**config.mk**
```make
export PLATFORM = sky130hd
export DESIGN_NAME = imem_loader
export DESIGN_NICKNAME = d
export VERILOG_FILES = /design/src/rtl/imem_loader_pkg.sv /design/src/rtl/imem_loader.sv
export SDC_FILE = /design/constraint.sdc
export NUM_CORES = 1
export LEC_CHECK = 0
export ABC_AREA = 1
export BUFFER_PORTS_ARGS = -buffer_cell sky130_fd_sc_hd__buf_2
export CAP_MARGIN = 15
export CORE_ASPECT_RATIO = 1.4
export CORE_MARGIN = 3
export CORE_UTILIZATION = 57
export CTS_CLUSTER_DIAMETER = 150
export DETAILED_ROUTE_END_ITERATION = 8
export PLACE_DENSITY = 0.89
export SLEW_MARGIN = 15
export SYNTH_ARGS = -nofsm -noshare
export SYNTH_HDL_FRONTEND = slang
export SYNTH_SLANG_ARGS = --single-unit
```
**constraint.sdc**
```tcl
create_clock -name clk -period 2.2 [get_ports clk]
set_clock_uncertainty 0.1 [all_clocks]
set_input_delay 0.22 -clock clk [delete_from_list [all_inputs] [get_ports clk]]
set_output_delay 0.22 -clock clk [all_outputs]
set_load 0.01 [all_outputs]
```
**src/rtl/imem_loader_pkg.sv**
```systemverilog
// rtl/imem_loader_pkg.sv - shared types and constants for the program loader
package imem_loader_pkg;

   typedef enum logic [2:0] {
      WAIT_HDR,
      LEN,
      DATA,
      CSUM,
      RUN,
      ERR
   } state_t;

   localparam logic [7:0] LOADER_HDR = 8'hA5;
   localparam int         CSUM_W     = 8;

endpackage

```
**src/rtl/imem_loader.sv**
```systemverilog
// rtl/imem_loader.sv - framed byte-stream loader into instruction memory, holds the CPU in reset until the image checks out
module imem_loader
   import imem_loader_pkg::*;
#(
   parameter int ADDR_W = 8
) (
   input  logic              clk,
   input  logic              rst,
   input  logic              s_valid,
   input  logic [7:0]        s_data,
   output logic              s_ready,
   input  logic              reload,
   output logic              mem_we,
   output logic [ADDR_W-1:0] mem_addr,
   output logic [7:0]        mem_wdata,
   output logic              cpu_rst,
   output logic              done,
   output logic              err,
   output logic [7:0]        prog_len
);

   localparam logic [31:0] CAP = 32'd1 << ADDR_W;

   state_t              state;
   state_t              state_nxt;
   logic [7:0]          len_q;
   logic [ADDR_W-1:0]   idx;
   logic [CSUM_W-1:0]   sum;
   logic                xfer;
   logic                len_bad;
   logic                last_byte;

   assign xfer      = s_valid & s_ready;
   assign len_bad   = (s_data == 8'd0) || ({24'd0, s_data} > CAP);
   assign last_byte = (32'(idx) == ({24'd0, len_q} - 32'd1));

   always_ff @(posedge clk) begin
      if (rst) begin
         state <= WAIT_HDR;
      end else begin
         state <= state_nxt;
      end
   end

   always_comb begin
      state_nxt = state;
      if (reload) begin
         state_nxt = WAIT_HDR;
      end else if (xfer) begin
         case (state)
            WAIT_HDR: if (s_data == LOADER_HDR) state_nxt = LEN;
            LEN:      state_nxt = len_bad ? ERR : DATA;
            DATA:     if (last_byte) state_nxt = CSUM;
            CSUM:     state_nxt = (s_data == sum) ? RUN : ERR;
            default:  state_nxt = state;
         endcase
      end
   end

   // reload masks the handshake so a byte offered in the same cycle is not consumed
   always_comb begin
      s_ready = 1'b0;
      cpu_rst = 1'b1;
      done    = 1'b0;
      err     = 1'b0;
      case (state)
         WAIT_HDR, LEN, DATA, CSUM: s_ready = !reload;
         RUN: begin
            cpu_rst = reload;
            done    = !reload;
         end
         ERR:     err = !reload;
         default: s_ready = 1'b0;
      endcase
   end

   always_ff @(posedge clk) begin
      if (rst) begin
         mem_we    <= 1'b0;
         mem_addr  <= '0;
         mem_wdata <= 8'd0;
         prog_len  <= 8'd0;
         len_q     <= 8'd0;
         idx       <= '0;
         sum       <= '0;
      end else begin
         mem_we <= 1'b0;
         if (reload) begin
            idx <= '0;
            sum <= '0;
         end else if (xfer) begin
            case (state)
               LEN: begin
                  if (!len_bad) begin
                     len_q <= s_data;
                     idx   <= '0;
                     sum   <= '0;
                  end
               end
               DATA: begin
                  mem_we    <= 1'b1;
                  mem_addr  <= idx;
                  mem_wdata <= s_data;
                  sum       <= sum + s_data;
                  idx       <= idx + ADDR_W'(1);
               end
               CSUM: begin
                  if (s_data == sum) prog_len <= len_q;
               end
               default: ;
            endcase
         end
      end
   end

endmodule

```
=== Yosys cells after proc, flatten, opt, wreduce, memory -nomap -nowiden ===
Index checks and enable logic that the tools add are counted.

* Bits in registers: 52
* Output and inout bits: 29
* Word-level logic and storage cells: 52

* Add/subtract/negate cells: 3
* Eq/ne operators: 11
* Muxes and demuxes: 13
* Bitwise operators: 4
* Reductions and logical operators: 13

{| class="wikitable"
|+ Operators with widths
! kind !! number
|-
| == test 8 x 32 -> 1 bit || 1
|-
| case mux 8 bit (2 select lines) || 2
|-
| case mux 3 bit (4 select lines) || 1
|-
| AND reduction 4 bit || 3
|-
| two-way mux 3 bit || 3
|-
| subtractor 8 x 1 -> 9 bit (second input constant) || 1
|-
| adder 8 x 1 -> 8 bit (second input constant) || 1
|-
| adder 8 bit || 1
|-
| == test 8 bit || 1
|-
| == test 8 bit (second input constant) || 1
|-
| zero test 8 bit || 1
|-
| two-way mux 8 bit || 1
|-
| == test 3 x 2 -> 1 bit (second input constant) || 2
|-
| == test 3 bit (second input constant) || 2
|-
| two-way mux 1 bit || 6
|-
| inequality test 2 bit (second input constant) || 3
|-
| AND reduction 3 bit || 2
|-
| nonzero test 4 bit || 1
|-
| OR reduction 4 bit || 1
|-
| == test 3 x 1 -> 1 bit (second input constant) || 1
|-
| zero test 3 bit || 1
|-
| inverter 1 bit || 3
|-
| OR reduction 3 bit || 1
|-
| nonzero test 2 bit || 1
|-
| 3 further kinds || 3
|}

=== Logic depth before layout (Yosys ltp) ===
Gate-level depths: netlist of the first run.

* Depth after elaboration: 6
* Gate-level depth with buffers: 15
* Mapped depth without buffers: 15

=== Worst setup path before layout of the first run ===
No wires, ideal clock.

* Path kind: register -> register
* Start: reg sum[5]
* End: reg prog_len[0]
* Library setup time: 0.136 ns
* Data arrival time: 1.784 ns
* Setup slack: 0.180 ns
* Stages on the path, launching flop included: 10
* Path buffers: 2
* Path through: dfxtp_1 > ha_1 > or2_0 > nor3_2 > nand2_1 > or3_1 > buf_6 > buf_12 > nor2_1 > a211oi_2

* Longest elaborated chain between the ends: 2

{| class="wikitable"
|+ RTL lines
! what !! RTL line !! text
|-
| start: declaration || imem_loader.sv:28 || <nowiki>logic [CSUM_W-1:0] sum;</nowiki>
|-
| start signal: assignment || imem_loader.sv:104 || <nowiki>sum <= sum + s_data;</nowiki>
|-
| == test 8 bit || imem_loader.sv:108 || <nowiki>if (s_data == sum) prog_len <= len_q;</nowiki>
|-
| AND reduction 4 bit (no line) || n/a ||
|-
| end signal: assignment || imem_loader.sv:108 ||
|-
| end: declaration || imem_loader.sv:19 || <nowiki>output logic [7:0] prog_len</nowiki>
|}

No other way between the ends.
A chain may end at the register's enable or synchronous reset.

=== Final worst setup path of the first run ===
* Start: reg sum[4]
* End: reg prog_len[1]

Same word-level chain as after synthesis.

==> results of run 1 <==
## layer usage
layer	up-vias	GRT usage, %
met1	1197	27.7
met4	0	11.7
met5	-	0
li1	1345	-
met2	114	47.6
met3	38	2.95
## cells in the mapped netlist
cell type	count
nand2_1	94
nor2_1	61
dfxtp_1	52
inv_1	41
a21oi_1	32
nand3_1	21
a211oi_1	12
ha_1	9
a211oi_2	8
clkbuf_1	8
nand4_1	8
o21ai_0	8
nor3_1	5
xor2_1	5
a31oi_1	2
buf_2	2
buf_4	2
inv_2	2
nand2_2	2
nor3_2	2
xnor2_1	2
a21o_1	1
buf_12	1
buf_6	1
fa_1	1
nand3b_1	1
nor2_4	1
nor3_4	1
o21ai_1	1
or2_0	1
or2_2	1
or3_1	1
## registers in the layout, summed over array words and instances, names as in the netlist
register   count
idx            8
len_q          8
mem_addr       8
mem_wdata      8
prog_len       8
sum            8
state          3
mem_we         1
## stage by stage
step,instance area (um2),std cells,setup WS (ns)
finish,3110,493,0.114
global route,3110,493,0.00319
CTS,3090,493,0.0537
detailed placement,3000,485,0.00217
global placement,3000,485,0.117
floorplan,2750,389,0.180
## final cells by class
cell class,instances,area (um2)
timing repair buffer,48,264
clock inverter,3,25.0
sequential,52,1040
multi-input combinational,280,1470
clock buffer,5,68.8
inverter,43,161
fill,410,1500
tap,62,77.6
## final timing paths
check                                 from  slack, ns                         to  depth (start not counted)
setup / recovery       sum[4]$_SDFFE_PP0P_       0.11   prog_len[1]$_SDFFE_PP0P_                          8
hold / removal                   s_data[3]       0.11  mem_wdata[3]$_SDFFE_PP0P_                          3
setup reg to reg       sum[4]$_SDFFE_PP0P_       0.11   prog_len[1]$_SDFFE_PP0P_                          8
hold reg to reg   prog_len[4]$_SDFFE_PP0P_       0.37   prog_len[4]$_SDFFE_PP0P_                          2
## worst reg2reg max path, stage by stage, from the launching register on
cell and delay [ns]:
dfxtp_1 0.34, ha_1 0.33, or2_0 0.25, nor3_2 0.16, nand2_1 0.08, or3_1 0.34, buf_6 0.18, nor2_1 0.13
a211oi_2 0.05
## what timing repair did
item                                    in CTS  in global routing
hold endpoints to repair                     0                  0
hold buffers                                 0                  0
gates resized for setup                      0                  6
endpoints found under the setup margin       0                  5
## cell families after synthesis
| family | count (synthesis) |
|---|---|
| AO/OA/AOI/OAI | 64 |
| flip-flops | 52 |
| buffers and inverters | 57 |
| XOR/XNOR | 7 |
| AND/OR/NAND/NOR | 199 |
| adder cells (fa/ha/maj) | 10 |
## power by group through the flow
stage | combinational (mW) | sequential, mW | clock [mW]
floorplan | 0.0406 | 0.962 | 0
global placement | 0.0758 | 0.962 | 0
detailed placement | 0.0775 | 0.962 | 0
CTS | 0.0785 | 0.941 | 0.585
global route | 0.0880 | 0.941 | 0.626
finish | 0.0808 | 0.941 | 0.576
==> impl_metrics.json, run 1 <==
{
  "htreeDepth": 2,
  "status": "finished clean",
  "cp_max_fo": 16,
  "drv_cap": 0,
  "finalMaxSlewViolations": 0,
  "seqPwrFrac_pct": 58.9,
  "setup.worst_path.end_class": "flip-flop",
  "slew_headroom_pct": 64.7,
  "grt_max_degree": 33,
  "diodes": 0,
  "slowest_delay_ns": 0.34,
  "wirelength_um": 6820,
  "wl_met1_um": 2580,
  "die_y_um": 88.1,
  "final_core_util_pct": 67.5,
  "p_sw_share_pct": 25.0,
  "synth_mux_area_share_pct": 0,
  "p_clk_share_pct": 36.1,
  "synthSimpleGateAreaFrac_pct": 30.9,
  "clock-root-buffer": "clkbuf_8",
  "avgSynthCellArea_um2": 7.06,
  "syn_nets": 411,
  "overflow": 0,
  "drc_errors": 0,
  "yosys.area_share.adder_pct": 4.83,
  "synth_top_family_by_area": "simple AND/OR/NAND/NOR gates",
  "ys_seq_elements": 52,
  "tightest_slew_ns": 0.529,
  "rsz0062_at_grt": "false",
  "cts_buffers": 5,
  "die-width_um": 64.7,
  "start_util_pct": 59.6,
  "critPathKind": "reg2reg",
  "cpLargestDelayFamily": "simple AND/OR/NAND/NOR gates",
  "tns_ns": 0,
  "hold_slack_ns": 0.111,
  "combPwrFrac_pct": 5.1,
  "fin_nets": 452,
  "min_period_ns": 2.09,
  "dieArea_mm2": 0.00570,
  "layout_common_cells": "nand2_1, nor2_1, dfxtp_1",
  "path_clk_slew_ns": 0.10,
  "cts.sinks": 52,
  "power_density_mw_per_mm2": 513,
  "grt.total_usage_pct": 25.1,
  "crit_slowest_cell": "dfxtp_1",
  "netlist.area_leader.share_pct": 37.9,
  "synth_cell_types": 32,
  "cts_setup_buffers": 0,
  "num_vias": 2694,
  "synth-xor-area-share_pct": 2.23,
  "ir_worst_vdd_v": 0.000389,
  "wl_per_cell_um": 13.8,
  "syn_inst": 389,
  "wl_met3_um": 357,
  "arrival_ns": 2.18,
  "drtIter0Drc": 163,
  "cts_tree": "built",
  "setup_viol": 0,
  "synth-compound-area-share_pct": 15.1,
  "synth_area_leaders": "dfxtp_1, nand2_1, nor2_1",
  "grt_pass1_vias": 2496,
  "core-area_mm2": 0.00461,
  "hold_class": "in2reg",
  "layout-area-overhead-vs-synth_pct": 13.3,
  "max-clock-path-buffers": 2,
  "numPortBuffers": 40,
  "finalHoldViolations": 0,
  "layout-drive-gt1-share_pct": 18.1,
  "mostFrequentLayoutCell": "nand2_1",
  "met2_length_um": 3600,
  "min_period_over_period_pct": 94.8,
  "p_int_mw": 1.20,
  "critPathLaunchType": "flip-flop",
  "p_switching_mw": 0.400,
  "rows": 29,
  "yosysTopAreaCell": "dfxtp_1",
  "clk_latency_ns": 0.31,
  "ys_seq_area_share_pct": 37.9,
  "synthesis.area_mm2": 0.00275,
  "fmax_mhz": 479,
  "post_drt_via_cell_ratio": 5.46,
  "gp_congestion": 0.920,
  "ant_nets": 0,
  "cellLeakagePower_nw": 1.36,
  "routed.top_layer": "met4",
  "crit_buf_inv": 1,
  "yosys_warnings": 0,
  "required_ns": 2.29,
  "first_pass_iters": 5,
  "pin_count": 41,
  "grt_first_pass_wirelength_um": 11200,
  "place_hpwl_um": 5050,
  "grt_antenna_before_repair": 0,
  "crit_chain": "ha_1 -> or2_0 -> nor3_2 -> nand2_1 -> or3_1 -> buf_6 -> nor2_1 -> a211oi_2",
  "power_mw": 1.60
}
No activity file was read; power rests on OpenSTA's default activity.
==> run 2, diff against run 1 <==
Settings changed: MAX_ROUTING_LAYER from default to met4.
==> run 2 against run 1 <==
Sequential power hardly changed. Maximum frequency is 0.40% lower. Non-clock buffer count unchanged. Global-route usage rose by 0.78 points. Wire length rose by 0.12%. Critical endpoint unchanged.
==> impl_metrics.json, run 2 (same netlist as run 1, synthesis figures left out) <==
{
  "status": "finished clean",
  "min_period_ns": 2.09,
  "wirelength_um": 6830,
  "grt_antenna_before_repair": 0,
  "path_clk_slew_ns": 0.10,
  "die-width_um": 64.7,
  "required_ns": 2.29,
  "die_y_um": 88.1,
  "layout_common_cells": "nand2_1, nor2_1, dfxtp_1",
  "diodes": 0,
  "dp.cells": 485,
  "post_drt_via_cell_ratio": 5.56,
  "cts_setup_buffers": 0,
  "numPortBuffers": 40,
  "power_density_mw_per_mm2": 512,
  "grt_pass1_vias": 2495,
  "gp_congestion": 0.936,
  "start_util_pct": 59.6,
  "final_cell_area_mm2": 0.00311,
  "finalWorstSetupSlack_ns": 0.106,
  "setup.worst_path.end_class": "flip-flop",
  "cts_resized": 0,
  "max-clock-path-buffers": 2,
  "place_hpwl_um": 5050,
  "pre_cts_ws_ns": 0.00217,
  "final_core_util_pct": 67.6,
  "hold_slack_ns": 0.109,
  "cellLeakagePower_nw": 1.36,
  "cts.sinks": 52,
  "layout-area-overhead-vs-synth_pct": 13.4,
  "ant_nets": 0,
  "finalHoldViolations": 0,
  "arrival_ns": 2.19,
  "final_cells": 493,
  "dieArea_mm2": 0.00570,
  "critPathLaunchType": "flip-flop",
  "critPathKind": "reg2reg",
  "htreeDepth": 2,
  "min_period_over_period_pct": 95.2,
  "finalMaxSlewViolations": 0,
  "hold_buffers": 0,
  "cp_max_fo": 16,
  "tightest_slew_ns": 0.532,
  "clock-root-buffer": "clkbuf_8",
  "slew_headroom_pct": 64.5,
  "place_area_mm2": 0.00300,
  "fin_nets": 452,
  "power_mw": 1.59,
  "hold_class": "in2reg",
  "rows": 29,
  "pin_count": 41,
  "wl_per_cell_um": 13.9,
  "ir_worst_vdd_v": 0.000390,
  "rsz0062_at_grt": "false",
  "n_fill_cell": 409,
  "first_pass_iters": 4,
  "num_vias": 2739,
  "grt_first_pass_wirelength_um": 11300,
  "drc_errors": 0,
  "core-area_mm2": 0.00461,
  "cts_tree": "built",
  "drv_cap": 0,
  "grt_max_degree": 33,
  "setup_viol": 0,
  "overflow": 0,
  "mostFrequentLayoutCell": "nand2_1",
  "drtIter0Drc": 162,
  "fmax_mhz": 478,
  "layout-drive-gt1-share_pct": 18.3,
  "tns_ns": 0,
  "cts_buffers": 5,
  "clk_latency_ns": 0.31,
  "grt.total_usage_pct": 25.9
}
## run 2: cell count changes in the layout (fill, tap and decap cells not counted)
cell	delta
nor2_1	-1
nor2_2	+1
## run 2: final timing paths
kind / startpoint / to / slack, ns / cells after the start
setup / recovery: sum[4]$_SDFFE_PP0P_ / prog_len[1]$_SDFFE_PP0P_ / 0.11 / 8
hold reg to reg: prog_len[4]$_SDFFE_PP0P_ / prog_len[4]$_SDFFE_PP0P_ / 0.36 / 2
setup reg to reg: sum[4]$_SDFFE_PP0P_ / prog_len[1]$_SDFFE_PP0P_ / 0.11 / 8
hold / removal: s_data[3] / mem_wdata[3]$_SDFFE_PP0P_ / 0.11 / 3
## run 2: layout make-up
| class | count | area (um2) | area share, % |
|---|---|---|---|
| flip-flops and latches | 52 | 1040 | 33.4 |
| clock inverters | 3 | 25.0 | 0.804 |
| clock buffers | 5 | 68.8 | 2.21 |
| well taps | 62 | 77.6 | 2.49 |
| inverters | 43 | 161 | 5.18 |
| multi-input cells | 280 | 1480 | 47.4 |
| repair buffers | 48 | 264 | 8.48 |
## run 2: critical path, cell delays in order, from the launching register on
cell,delay (ns)
dfxtp_1,0.34
ha_1,0.33
or2_0,0.25
nor3_2,0.16
nand2_1,0.08
or3_1,0.34
buf_6,0.18
nor2_1,0.13
a211oi_2,0.05
## run 2: per-layer routing
layer | wire (um) | GRT usage [%] | up-vias
met5 | 0 | - | -
met3 | 428 | 2.95 | 35
li1 | - | - | 1346
met2 | 3610 | 47.4 | 139
met4 | 283 | 11.7 | 0
met1 | 2510 | 27.9 | 1219
## run 2: report_power, final
group          internal (mW)  switching [mW]  leakage, nW
Sequential             0.941       0.0000422        0.419
Clock                  0.232           0.340       0.0452
Combinational         0.0244          0.0570        0.891
==> run 3, diff against run 2 <==
Settings changed: RECOVER_POWER from default to 100.
==> run 3 against run 2 <==
Flip-flop and latch count is the same. Utilization shrank 0.90 points. Worst setup slack lost 0.0055 ns. Non-clock buffer count is the same. Register-to-register slack is essentially flat. Die area is the same. First-iteration DRC count grew 6.2%. Sequential power is essentially flat. Global-route usage is the same. Highest routed layer unchanged.
==> impl_metrics.json, run 3 (same netlist as run 1, synthesis figures left out) <==
{
  "final_cell_area_mm2": 0.00307,
  "diodes": 0,
  "drc_errors": 0,
  "wirelength_um": 6900,
  "mostFrequentLayoutCell": "nand2_1",
  "power_mw": 1.60,
  "clock-root-buffer": "clkbuf_8",
  "cts.sinks": 52,
  "cts_tree": "built",
  "num_vias": 2735,
  "layout-drive-gt1-share_pct": 11.1,
  "slew_headroom_pct": 64.8,
  "rsz0062_at_grt": "false",
  "setup.worst_path.end_class": "flip-flop",
  "drv_cap": 0,
  "final_cells": 493,
  "die_y_um": 88.1,
  "overflow": 0,
  "rows": 29,
  "ant_nets": 0,
  "critPathLaunchType": "flip-flop",
  "fmax_mhz": 476,
  "power_density_mw_per_mm2": 520,
  "pin_count": 41,
  "core-area_mm2": 0.00461,
  "status": "finished clean",
  "tns_ns": 0,
  "hold_class": "in2reg",
  "hold_slack_ns": 0.113,
  "die-width_um": 64.7,
  "cts_buffers": 5,
  "drtIter0Drc": 172,
  "tightest_slew_ns": 0.527,
  "layout-area-overhead-vs-synth_pct": 11.9,
  "arrival_ns": 2.19,
  "min_period_ns": 2.10,
  "dp.cells": 485,
  "place_area_mm2": 0.00300,
  "grt_first_pass_wirelength_um": 11300,
  "setup_viol": 0,
  "grt.total_usage_pct": 25.9,
  "grt_max_degree": 33,
  "grt_pass1_vias": 2495,
  "finalHoldViolations": 0,
  "gp_congestion": 0.936,
  "cp_max_fo": 16,
  "start_util_pct": 59.6,
  "required_ns": 2.29,
  "post_drt_via_cell_ratio": 5.55,
  "ir_worst_vdd_v": 0.000411,
  "numPortBuffers": 40,
  "htreeDepth": 2,
  "cellLeakagePower_nw": 1.23,
  "layout_common_cells": "nand2_1, nor2_1, dfxtp_1",
  "place_hpwl_um": 5050,
  "min_period_over_period_pct": 95.4,
  "first_pass_iters": 5,
  "finalMaxSlewViolations": 0,
  "dieArea_mm2": 0.00570,
  "wl_per_cell_um": 14.0,
  "grt_antenna_before_repair": 0,
  "fin_nets": 452,
  "max-clock-path-buffers": 2,
  "clk_latency_ns": 0.31,
  "path_clk_slew_ns": 0.10,
  "critPathKind": "reg2reg"
}
==> run 3: changes by cell type in the layout (fill, tap and decap cells not counted), sizes merged <==
cell	previous run	this run
buf	48	18
clkbuf	5	35
==> run 3: path summary, 6_finish.rpt <==
check	from	to	slack (ns)	cells after the start
hold reg to reg	prog_len[4]$_SDFFE_PP0P_	prog_len[4]$_SDFFE_PP0P_	0.37	2
setup / recovery	sum[4]$_SDFFE_PP0P_	prog_len[1]$_SDFFE_PP0P_	0.10	8
hold / removal	s_data[3]	mem_wdata[3]$_SDFFE_PP0P_	0.11	3
setup reg to reg	sum[4]$_SDFFE_PP0P_	prog_len[1]$_SDFFE_PP0P_	0.10	8
==> run 3: per-layer routing <==
layer  track usage [%]  vias up  routed length, um
li1                  -     1345                  -
met1              27.9     1230               2590
met2              47.4      120               3600
met3              2.95       40                383
met4              11.7        0                320
met5                 -        -                  0
==> run 3: through the flow <==
stage | worst slack [ns] | utilization [%]
2_1_floorplan | 0.180 | -
3_3_place_gp | 0.117 | 65.1
3_5_place_dp | 0.00217 | 65.1
4_1_cts | 0.0537 | 67.1
5_1_grt | 0.00306 | 66.7
6_report | 0.100 | 66.7
==> run 3: worst max-delay path, stage by stage (launching register included) <==
cell      delay (ns)
dfxtp_1         0.34
ha_1            0.33
or2_0           0.26
nor3_2          0.16
nand2_1         0.09
or3_1           0.34
buf_6           0.18
nor2_1          0.13
a211oi_2        0.05
==> run 3: final cells by class <==
cell class	instances	area, um2
Sequential cell	52	1040
Clock buffer	5	68.8
Timing Repair Buffer	48	225
Multi-Input combinational cell	280	1470
Clock inverter	3	25.0
Inverter	43	161
Fill cell	436	1540
Tap cell	62	77.6
==> run 3: report_power, final <==
group          total [mW]  switching, mW  internal (mW)  leakage (nW)
Combinational      0.0814         0.0573         0.0242         0.767
Sequential          0.941      0.0000428          0.941         0.419
Clock               0.575          0.343          0.233        0.0452
==> run 3: repair_timing <==
item                                    in CTS  in global routing
setup buffers                                0                  0
endpoints found under the setup margin       0                  5
hold buffers                                 0                  0
gates resized for setup                      0                  7
